$ cat config.mk
export PLATFORM = sky130hd
export DESIGN_NAME = vx_tex_req_arb_flat
export DESIGN_NICKNAME = d
export VERILOG_FILES = /design/src/rtl/vx_tex_req_arb_pkg.sv /design/src/rtl/vx_tex_req_arb_if.sv /design/src/rtl/vx_tex_req_arb_skid_buf.sv /design/src/rtl/vx_tex_req_arb.sv /design/src/flat_wrapper.sv
export SDC_FILE = /design/constraint.sdc
export NUM_CORES = 1
export LEC_CHECK = 0
export BUFFER_PORTS_ARGS = -buffer_cell sky130_fd_sc_hd__buf_2
export CAP_MARGIN = 30
export CORE_AREA = 4 4 557 559
export CTS_CLUSTER_DIAMETER = 120
export DETAILED_ROUTE_END_ITERATION = 12
export DIE_AREA = 0 0 561 563
export PLACE_DENSITY_LB_ADDON = 0.2
export SLEW_MARGIN = 15
export SYNTH_ARGS = -nofsm -noshare
export SYNTH_HDL_FRONTEND = slang
export SYNTH_HIERARCHICAL = 1
export SYNTH_SLANG_ARGS = --single-unit
$ cat constraint.sdc
create_clock -name clk -period 23.5 [get_ports clk]
set_input_delay 4.7 -clock clk [delete_from_list [all_inputs] [get_ports clk]]
set_output_delay 4.7 -clock clk [all_outputs]
set_load 0.03 [all_outputs]
$ cat src/rtl/vx_tex_req_arb_pkg.sv
// -----------------------------------------------------------------------------
// vx_tex_req_arb_pkg
// Shared texture-request definitions for the request arbiter and its skid
// buffer: LOD/stage field widths, the default-configuration request layout,
// perf-counter width, skid-buffer state encoding and a select-width helper.
// -----------------------------------------------------------------------------
package vx_tex_req_arb_pkg;

    localparam int TEX_LOD_BITS   = 4;
    localparam int TEX_STAGE_BITS = 2;
    localparam int PERF_CTR_BITS  = 44;

    localparam int TEX_NUM_LANES  = 4;
    localparam int TEX_TAG_WIDTH  = 8;

    // Field order of a request; the arbiter packs its flat datapath vector
    // in this same order {mask, coords, lod, stage, tag}.
    typedef struct packed {
        logic [TEX_NUM_LANES-1:0]                     mask;
        logic [1:0][TEX_NUM_LANES-1:0][31:0]          coords;
        logic [TEX_NUM_LANES-1:0][TEX_LOD_BITS-1:0]   lod;
        logic [TEX_STAGE_BITS-1:0]                    stage;
        logic [TEX_TAG_WIDTH-1:0]                     tag;
    } tex_req_t;

    typedef enum logic [1:0] {
        SKID_EMPTY = 2'd0,
        SKID_ONE   = 2'd1,
        SKID_FULL  = 2'd2
    } skid_state_t;

    // Width of the source index appended to the tag; zero for a single input.
    function automatic int sel_bits(input int n);
        return (n > 1) ? $clog2(n) : 0;
    endfunction

endpackage

$ cat src/rtl/vx_tex_req_arb_if.sv
// -----------------------------------------------------------------------------
// vx_tex_req_arb_if
// Bundle of N texture request channels (valid/ready handshake plus payload).
//   valid  [N]                       request valid
//   mask   [N][LANES]                lane mask
//   coords [N][2][LANES][32]         u/v coordinates
//   lod    [N][LANES][TEX_LOD_BITS]  per-lane LOD
//   stage  [N][TEX_STAGE_BITS]       texture stage
//   tag    [N][TAGW]                 request tag
//   ready  [N]                       consumer ready
// Modports: master drives the request, slave accepts it.
// -----------------------------------------------------------------------------
interface vx_tex_req_arb_if #(
    parameter int N     = 1,
    parameter int LANES = 4,
    parameter int TAGW  = 8
);
    import vx_tex_req_arb_pkg::*;

    logic [N-1:0]                                valid;
    logic [N-1:0][LANES-1:0]                     mask;
    logic [N-1:0][1:0][LANES-1:0][31:0]          coords;
    logic [N-1:0][LANES-1:0][TEX_LOD_BITS-1:0]   lod;
    logic [N-1:0][TEX_STAGE_BITS-1:0]            stage;
    logic [N-1:0][TAGW-1:0]                      tag;
    logic [N-1:0]                                ready;

    modport master (
        output valid, mask, coords, lod, stage, tag,
        input  ready
    );

    modport slave (
        input  valid, mask, coords, lod, stage, tag,
        output ready
    );

endinterface

$ cat src/rtl/vx_tex_req_arb_skid_buf.sv
// -----------------------------------------------------------------------------
// vx_tex_skid_buf
// Generic 2-entry elastic buffer over DATAW bits. Full throughput (push and
// pop in the same cycle with one entry held), in_ready comes only from
// registered state so there is no combinational ready path through it.
// Ports:
//   clk, reset_n                 clock, async active-low reset
//   in_valid/in_data/in_ready    upstream handshake
//   out_valid/out_data/out_ready downstream handshake
//
//   state      | meaning
//   SKID_EMPTY | nothing held, out_valid=0
//   SKID_ONE   | head holds the oldest entry
//   SKID_FULL  | head + spare hold two entries, in_ready=0
// -----------------------------------------------------------------------------
module vx_tex_skid_buf
    import vx_tex_req_arb_pkg::*;
#(
    parameter int DATAW = 8
) (
    input  logic             clk,
    input  logic             reset_n,
    input  logic             in_valid,
    input  logic [DATAW-1:0] in_data,
    output logic             in_ready,
    output logic             out_valid,
    output logic [DATAW-1:0] out_data,
    input  logic             out_ready
);

    skid_state_t      state, state_nxt;
    logic [DATAW-1:0] head, spare;
    logic             push, pop;

    assign push = in_valid && in_ready;
    assign pop  = out_valid && out_ready;

    always_ff @(posedge clk or negedge reset_n) begin
        if (!reset_n) begin
            state <= SKID_EMPTY;
        end else begin
            state <= state_nxt;
        end
    end

    always_comb begin
        state_nxt = state;
        case (state)
            SKID_EMPTY: if (push) state_nxt = SKID_ONE;
            SKID_ONE: begin
                if (push && !pop)      state_nxt = SKID_FULL;
                else if (!push && pop) state_nxt = SKID_EMPTY;
            end
            SKID_FULL:  if (pop) state_nxt = SKID_ONE;
            default:    state_nxt = SKID_EMPTY;
        endcase
    end

    always_comb begin
        out_valid = (state == SKID_ONE) || (state == SKID_FULL);
        in_ready  = (state != SKID_FULL);
    end

    // Datapath registers need no reset: contents are ignored while empty.
    always_ff @(posedge clk) begin
        case (state)
            SKID_EMPTY: if (push) head <= in_data;
            SKID_ONE: begin
                if (push && pop) head  <= in_data;
                else if (push)   spare <= in_data;
            end
            SKID_FULL:  if (pop) head <= spare;
            default: ;
        endcase
    end

    assign out_data = head;

endmodule

$ cat src/rtl/vx_tex_req_arb.sv
// -----------------------------------------------------------------------------
// vx_tex_req_arb
// Round-robin arbiter of NUM_REQS texture request channels onto one texture
// unit request channel. The source index is appended below the input tag so
// responses can be routed back. Optional 2-entry skid buffer on the output.
// Ports:
//   clk, reset_n   clock, async active-low reset
//   req_in         NUM_REQS request channels (slave)
//   req_out        single request channel, tag = {tag, src index} (master)
//   perf_stalls    cycles with output valid and not ready  (perf build only)
//   perf_reqs      forwarded output handshakes             (perf build only)
// Optional feature macro: VX_TEX_REQ_ARB_PERF_EN enables the perf counters.
// -----------------------------------------------------------------------------
module vx_tex_req_arb
    import vx_tex_req_arb_pkg::*;
#(
    parameter int NUM_REQS   = 4,
    parameter int NUM_LANES  = 4,
    parameter int TAG_WIDTH  = 8,
    parameter int OUT_BUF    = 1,
    parameter int DROP_EMPTY = 1
) (
    input  logic                     clk,
    input  logic                     reset_n,
    vx_tex_req_arb_if.slave          req_in,
    vx_tex_req_arb_if.master         req_out
`ifdef VX_TEX_REQ_ARB_PERF_EN
    ,
    output logic [PERF_CTR_BITS-1:0] perf_stalls,
    output logic [PERF_CTR_BITS-1:0] perf_reqs
`endif
);

    localparam int SEL_BITS = sel_bits(NUM_REQS);
    localparam int PTR_W    = (SEL_BITS > 0) ? SEL_BITS : 1;
    localparam int OUT_TAGW = TAG_WIDTH + SEL_BITS;
    localparam int COORD_W  = 2 * NUM_LANES * 32;
    localparam int LOD_W    = NUM_LANES * TEX_LOD_BITS;
    localparam int DATAW    = NUM_LANES + COORD_W + LOD_W + TEX_STAGE_BITS + OUT_TAGW;

    logic [PTR_W-1:0]     rr_ptr;
    logic [PTR_W-1:0]     gnt_idx;
    logic [PTR_W-1:0]     cand;
    logic                 found;
    logic [NUM_LANES-1:0] sel_mask;
    logic [OUT_TAGW-1:0]  sel_tag;
    logic [DATAW-1:0]     sel_data;
    logic                 drop;
    logic                 stage_ready;
    logic                 fwd_valid;
    logic                 in_fire;
    logic                 out_valid;
    logic [DATAW-1:0]     out_data;

    // Scan from the highest offset down so the lowest offset from rr_ptr wins.
    always_comb begin
        found   = 1'b0;
        gnt_idx = '0;
        cand    = '0;
        for (int i = NUM_REQS - 1; i >= 0; i--) begin
            cand = PTR_W'((int'(rr_ptr) + i) % NUM_REQS);
            if (req_in.valid[cand]) begin
                found   = 1'b1;
                gnt_idx = cand;
            end
        end
    end

    assign sel_mask = req_in.mask[gnt_idx];

    generate
        if (SEL_BITS > 0) begin : g_tag_idx
            assign sel_tag = {req_in.tag[gnt_idx], gnt_idx[SEL_BITS-1:0]};
        end else begin : g_tag_pass
            assign sel_tag = req_in.tag[gnt_idx];
        end
    endgenerate

    assign sel_data = {sel_mask, req_in.coords[gnt_idx], req_in.lod[gnt_idx],
                       req_in.stage[gnt_idx], sel_tag};

    // Empty-mask requests are swallowed here, so they never wait on the output.
    assign drop      = (DROP_EMPTY != 0) && found && (sel_mask == '0);
    assign fwd_valid = reset_n && found && !drop;
    assign in_fire   = reset_n && found && (drop || stage_ready);

    always_comb begin
        req_in.ready = '0;
        if (in_fire) req_in.ready[gnt_idx] = 1'b1;
    end

    always_ff @(posedge clk or negedge reset_n) begin
        if (!reset_n) begin
            rr_ptr <= '0;
        end else if (in_fire) begin
            rr_ptr <= (gnt_idx == PTR_W'(NUM_REQS - 1)) ? '0 : gnt_idx + 1'b1;
        end
    end

    generate
        if (OUT_BUF != 0) begin : g_out_buf
            vx_tex_skid_buf #(
                .DATAW (DATAW)
            ) u_skid (
                .clk       (clk),
                .reset_n   (reset_n),
                .in_valid  (fwd_valid),
                .in_data   (sel_data),
                .in_ready  (stage_ready),
                .out_valid (out_valid),
                .out_data  (out_data),
                .out_ready (req_out.ready[0])
            );
        end else begin : g_out_comb
            assign stage_ready = req_out.ready[0];
            assign out_valid   = fwd_valid;
            assign out_data    = sel_data;
        end
    endgenerate

    assign req_out.valid[0] = out_valid;
    assign {req_out.mask[0], req_out.coords[0], req_out.lod[0],
            req_out.stage[0], req_out.tag[0]} = out_data;

`ifdef VX_TEX_REQ_ARB_PERF_EN
    always_ff @(posedge clk or negedge reset_n) begin
        if (!reset_n) begin
            perf_stalls <= '0;
            perf_reqs   <= '0;
        end else begin
            if (out_valid && !req_out.ready[0]) perf_stalls <= perf_stalls + PERF_CTR_BITS'(1);
            if (out_valid && req_out.ready[0])  perf_reqs   <= perf_reqs + PERF_CTR_BITS'(1);
        end
    end
`endif

    // A requester left waiting at one edge must still be valid at the next.
    logic [NUM_REQS-1:0] pend_q;

    always_ff @(posedge clk or negedge reset_n) begin
        if (!reset_n) begin
            pend_q <= '0;
        end else begin
            hold_valid: assert ((pend_q & ~req_in.valid) == '0);
            pend_q <= req_in.valid & ~req_in.ready;
        end
    end

endmodule

$ cat src/flat_wrapper.sv
// flat-port wrapper written by rule: the top's interface ports become plain ports
module vx_tex_req_arb_flat import vx_tex_req_arb_pkg::*;
#(
    parameter int NUM_REQS   = 4,
    parameter int NUM_LANES  = 4,
    parameter int TAG_WIDTH  = 8,
    parameter int OUT_BUF    = 1,
    parameter int DROP_EMPTY = 1
)
  (clk, reset_n, req_in_valid, req_in_mask, req_in_coords, req_in_lod, req_in_stage, req_in_tag, req_in_ready, req_out_valid, req_out_mask, req_out_coords, req_out_lod, req_out_stage, req_out_tag, req_out_ready);
  vx_tex_req_arb_if #(.N(4), .LANES(4), .TAGW(8)) req_in_i ();
  vx_tex_req_arb_if #(.N(1), .LANES(4), .TAGW(10)) req_out_i ();
  input  logic clk;
  input  logic reset_n;
  input wire logic [$bits(req_in_i.valid)-1:0] req_in_valid;
  input wire logic [$bits(req_in_i.mask)-1:0] req_in_mask;
  input wire logic [$bits(req_in_i.coords)-1:0] req_in_coords;
  input wire logic [$bits(req_in_i.lod)-1:0] req_in_lod;
  input wire logic [$bits(req_in_i.stage)-1:0] req_in_stage;
  input wire logic [$bits(req_in_i.tag)-1:0] req_in_tag;
  output wire logic [$bits(req_in_i.ready)-1:0] req_in_ready;
  output wire logic [$bits(req_out_i.valid)-1:0] req_out_valid;
  output wire logic [$bits(req_out_i.mask)-1:0] req_out_mask;
  output wire logic [$bits(req_out_i.coords)-1:0] req_out_coords;
  output wire logic [$bits(req_out_i.lod)-1:0] req_out_lod;
  output wire logic [$bits(req_out_i.stage)-1:0] req_out_stage;
  output wire logic [$bits(req_out_i.tag)-1:0] req_out_tag;
  input wire logic [$bits(req_out_i.ready)-1:0] req_out_ready;
  assign req_in_i.valid = req_in_valid;
  assign req_in_i.mask = req_in_mask;
  assign req_in_i.coords = req_in_coords;
  assign req_in_i.lod = req_in_lod;
  assign req_in_i.stage = req_in_stage;
  assign req_in_i.tag = req_in_tag;
  assign req_in_ready = req_in_i.ready;
  assign req_out_valid = req_out_i.valid;
  assign req_out_mask = req_out_i.mask;
  assign req_out_coords = req_out_i.coords;
  assign req_out_lod = req_out_i.lod;
  assign req_out_stage = req_out_i.stage;
  assign req_out_tag = req_out_i.tag;
  assign req_out_i.ready = req_out_ready;
  vx_tex_req_arb #(.NUM_REQS(NUM_REQS), .NUM_LANES(NUM_LANES), .TAG_WIDTH(TAG_WIDTH), .OUT_BUF(OUT_BUF), .DROP_EMPTY(DROP_EMPTY)) u_core (.clk(clk), .reset_n(reset_n), .req_in(req_in_i), .req_out(req_out_i));
endmodule
==> out/qor.yml <==
global_route:
  grt_overflow_total: 0
  track_usage_pct: 13.0
  met1_usage_pct: 16.0
  grt_pass1_vias: 29719
  grt_use_met3_pct: 5.19
  grt_pass1_wl_mm: 280
  antenna_found_initial: 146
  grt_max_degree: 123
  grt-busiest-layer: "met2"
  grt_use_met2_pct: 20.9
clock_network:
  cts.sinks: 580
  clk_latency_ps: 680
  postCtsHoldBufs: 0
  htree_levels: 3
  numCtsBuffers: 79
  cts_resized: 0
  clkTransAtPathRegs_ps: 60
  cts_setup_buffers: 0
  clockBufferDepth: 3
  root_buffer: "clkbuf_16"
  tritoncts: "yes"
sta:
  fin_crit_sh_pct: 52.5
  rsz0062_at_grt: "false"
  max_freq_mhz: 81.0
  max_slew_margin_pct: 38.2
  setup_slack_ps: 11150
  finalSetupViolations: 0
  worstMarginPinSlew_ps: 927
  drv_slew: 0
  fin_skew_ps: 39.4
  fin_crit_ps: 12350
  setup_tns_ps: 0
  hold_viol: 0
place:
  io_buffers: 1443
  hpwl_mm: 181
  gp_congestion: 1.00
  place_ws_ps: 11120
power:
  vdd_drop_max_mv: 0.0651
  switching_share_pct: 46.6
  p_clk_share_pct: 16.8
  power.internal_mw: 3.82
  p_leak_nw: 19.1
  combPwrFrac_pct: 53.6
  finalPower_mw: 7.16
  p_sw_mw: 3.34
  p_seq_share_pct: 29.6
  power.density_nw_per_um2: 157
logic_synthesis:
  synth_ff_type: "edfxtp_1"
  yosys.area.top_type: "edfxtp_1"
  syn_area_sq_um: 31400
  synth-edff-count: 576
  synth_xor_area_share_pct: 0
  synth-compound-area-share_pct: 6.22
  synth.area.top_cells: "edfxtp_1 55%, nand2_1 14%, mux2_4 13%"
  seq_area_frac_synth_pct: 55.5
  synth_cell_types: 41
  synth_top_area_share_pct: 55.2
  synth_top_family_by_area: "simple AND/OR/NAND/NOR gates"
  synth_mux_area_share_pct: 13.7
  synth_nets: 4037
  async_flop_share_pct: 0.690
  synth_cells: 2876
  ys_ff_latch: 580
  synth-simple-area-share_pct: 20.1
  synth_warnings: 6
  yosys.area_share.adder_pct: 0.399
  synth.avg_cell_area_sq_um: 10.9
setup_path:
  cp.arrival_ps: 7650
  path_cells: "buf_2, nor2b_1, o21bai_1, and2_4, buf_4, a32oi_1, nor4_4, o211ai_4, nor2_1, buf_2"
  worst_path_largest_cell_delay_ps: 550
  r2r_cells: 14
  path_max_fanout: 50
  worst-setup-path-type: "in2out"
  regToRegEndpoint: "u_core/g_out_buf.u_skid/spare[138]$_DFFE_PP_"
  required_ps: 18800
  cp-start-kind: "input port"
  crit-reg2reg-launch: "u_core/rr_ptr[0]$_DFFE_PN0P_"
  end_kind: "output port"
  reg2reg_slack_ps: 17000
  cpMaxStageDelayCell: "buf_4"
  crit_top_cell: "buf_2"
worst_hold_path:
  hold_class: "reg2reg"
  worstHoldPathCells: 1
  hold_path_startpoint: "u_core/g_out_buf.u_skid/spare[45]$_DFFE_PP_"
  hold_end: "u_core/g_out_buf.u_skid/out_data[45]$_DFFE_PP_"
die:
  die_area_sq_um: 316000
  rows: 203
  ios: 1444
  core-area_sq_um: 305000
  die_h_microns: 563
  die_x_microns: 561
  start_util_pct: 10.3
outcome:
  outcome: "completed"
route:
  viasPerCell: 3.42
  dr.pass1.iters: 5
  drt_iter0_drc: 1604
  via_count: 28839
  ant_nets: 0
  drcViolationCount: 0
  wl_per_cell_microns: 25.7
  wl_mm: 217
final_layout:
  synthToLayoutAreaGrowth_pct: 45.3
  layout-drive-gt1-share_pct: 44.6
  fin_nets: 5387
job:
  drv_cap: 0
-- cell type report --
class                           instances  area (sq um)
Antenna cell                           55           138
Clock inverter                         36           380
Multi-Input combinational cell       2062         12700
Timing Repair Buffer                 1493          7610
Fill cell                           34892        259000
Tap cell                             4100          5130
Inverter                               10          52.6
Sequential cell                       580         17400
Clock buffer                          103          2130
-- placed cells by master (no fill, tap or decap), drive strengths merged, types with 5 or more instances in the layout --
cell and n:
inv 13, nor2 9, nand3 8, bufinv 5, mux2 290, buf 1493, nor2b 7, nand2 1138
and3 282, edfxtp 576, clkbuf 103, nor4 5, ha 10, diode 55, a31oi 282, clkinv 24
-- per-layer routing --
layer	vias up	wire length, microns	share of wire, %
met5	-	617	0.28
met4	98	6500	3.0
met3	311	21500	9.9
met2	1404	97900	45
met1	13985	90200	42
li1	13041	-	-
-- through the flow --
| step | utilization, % | cell area (sq um) | hold slack [ps] | cells |
|---|---|---|---|---|
| 2_1_floorplan | - | 31400 | 523 | 2876 |
| 3_3_place_gp | 14.1 | 42900 | 529 | 8245 |
| 3_5_place_dp | 14.1 | 42900 | 531 | 8245 |
| 4_1_cts | 14.9 | 45400 | 532 | 8384 |
| 5_1_grt | 14.9 | 45500 | 524 | 8409 |
| 6_report | 14.9 | 45600 | 524 | 8439 |
-- sequential cells by signal, indices dropped and copies added (netlist names) --
signal	cells
u_core/g_out_buf.u_skid/out_data	288
u_core/g_out_buf.u_skid/spare	288
u_core/g_out_buf.u_skid/state	2
u_core/rr_ptr	2
-- power groups by stage --
stage / sequential, mW / clock (mW) / combinational (mW)
6_report: 2.12 / 1.20 / 3.84
5_1_grt: 2.16 / 1.31 / 4.12
4_1_cts: 2.13 / 1.27 / 3.96
3_5_place_dp: 2.15 / 0 / 3.94
3_3_place_gp: 2.15 / 0 / 3.94
2_1_floorplan: 2.80 / 0 / 1.83
-- worst max path at each step --
stage	cells past startpoint	startpoint	slack [ps]	end
after floorplan	11	req_in_valid[2]	6770	u_core/g_out_buf.u_skid/out_data[0]$_DFFE_PP_
after global placement	10	req_in_valid[0]	11120	req_in_ready[1]
after detailed placement	10	req_in_valid[0]	11120	req_in_ready[1]
after CTS	10	req_in_valid[0]	11110	req_in_ready[1]
after global routing	10	req_in_valid[0]	10870	req_in_ready[1]
final	10	req_in_valid[0]	11150	req_in_ready[1]
-- synth_stat cells, types with 6 or more instances --
master,n
buf_2,74
buf_6,21
and3_1,282
mux2_4,270
nand2_1,1138
nor2b_1,6
a31oi_1,282
buf_1,8
edfxtp_1,576
clkbuf_1,109
nor2_1,9
ha_1,10
buf_8,11
mux2_2,20
nand3_1,7
inv_1,9
-- worst max-delay path: cells and delay by family --
kind	cells	cell delay, ps
AOI/OAI and AO/OA	3	820
and+or+nand+nor	4	1200
buffers and inverters	3	900
-- cells by family after synthesis --
family                   after synthesis
AO/OA/AOI/OAI                        298
flip-flops                           580
buffers and inverters                234
AND/OR/NAND/NOR                     1462
adder cells (fa/ha/maj)               10
multiplexers                         292
Note: power is estimated with default switching activity, not from simulation.
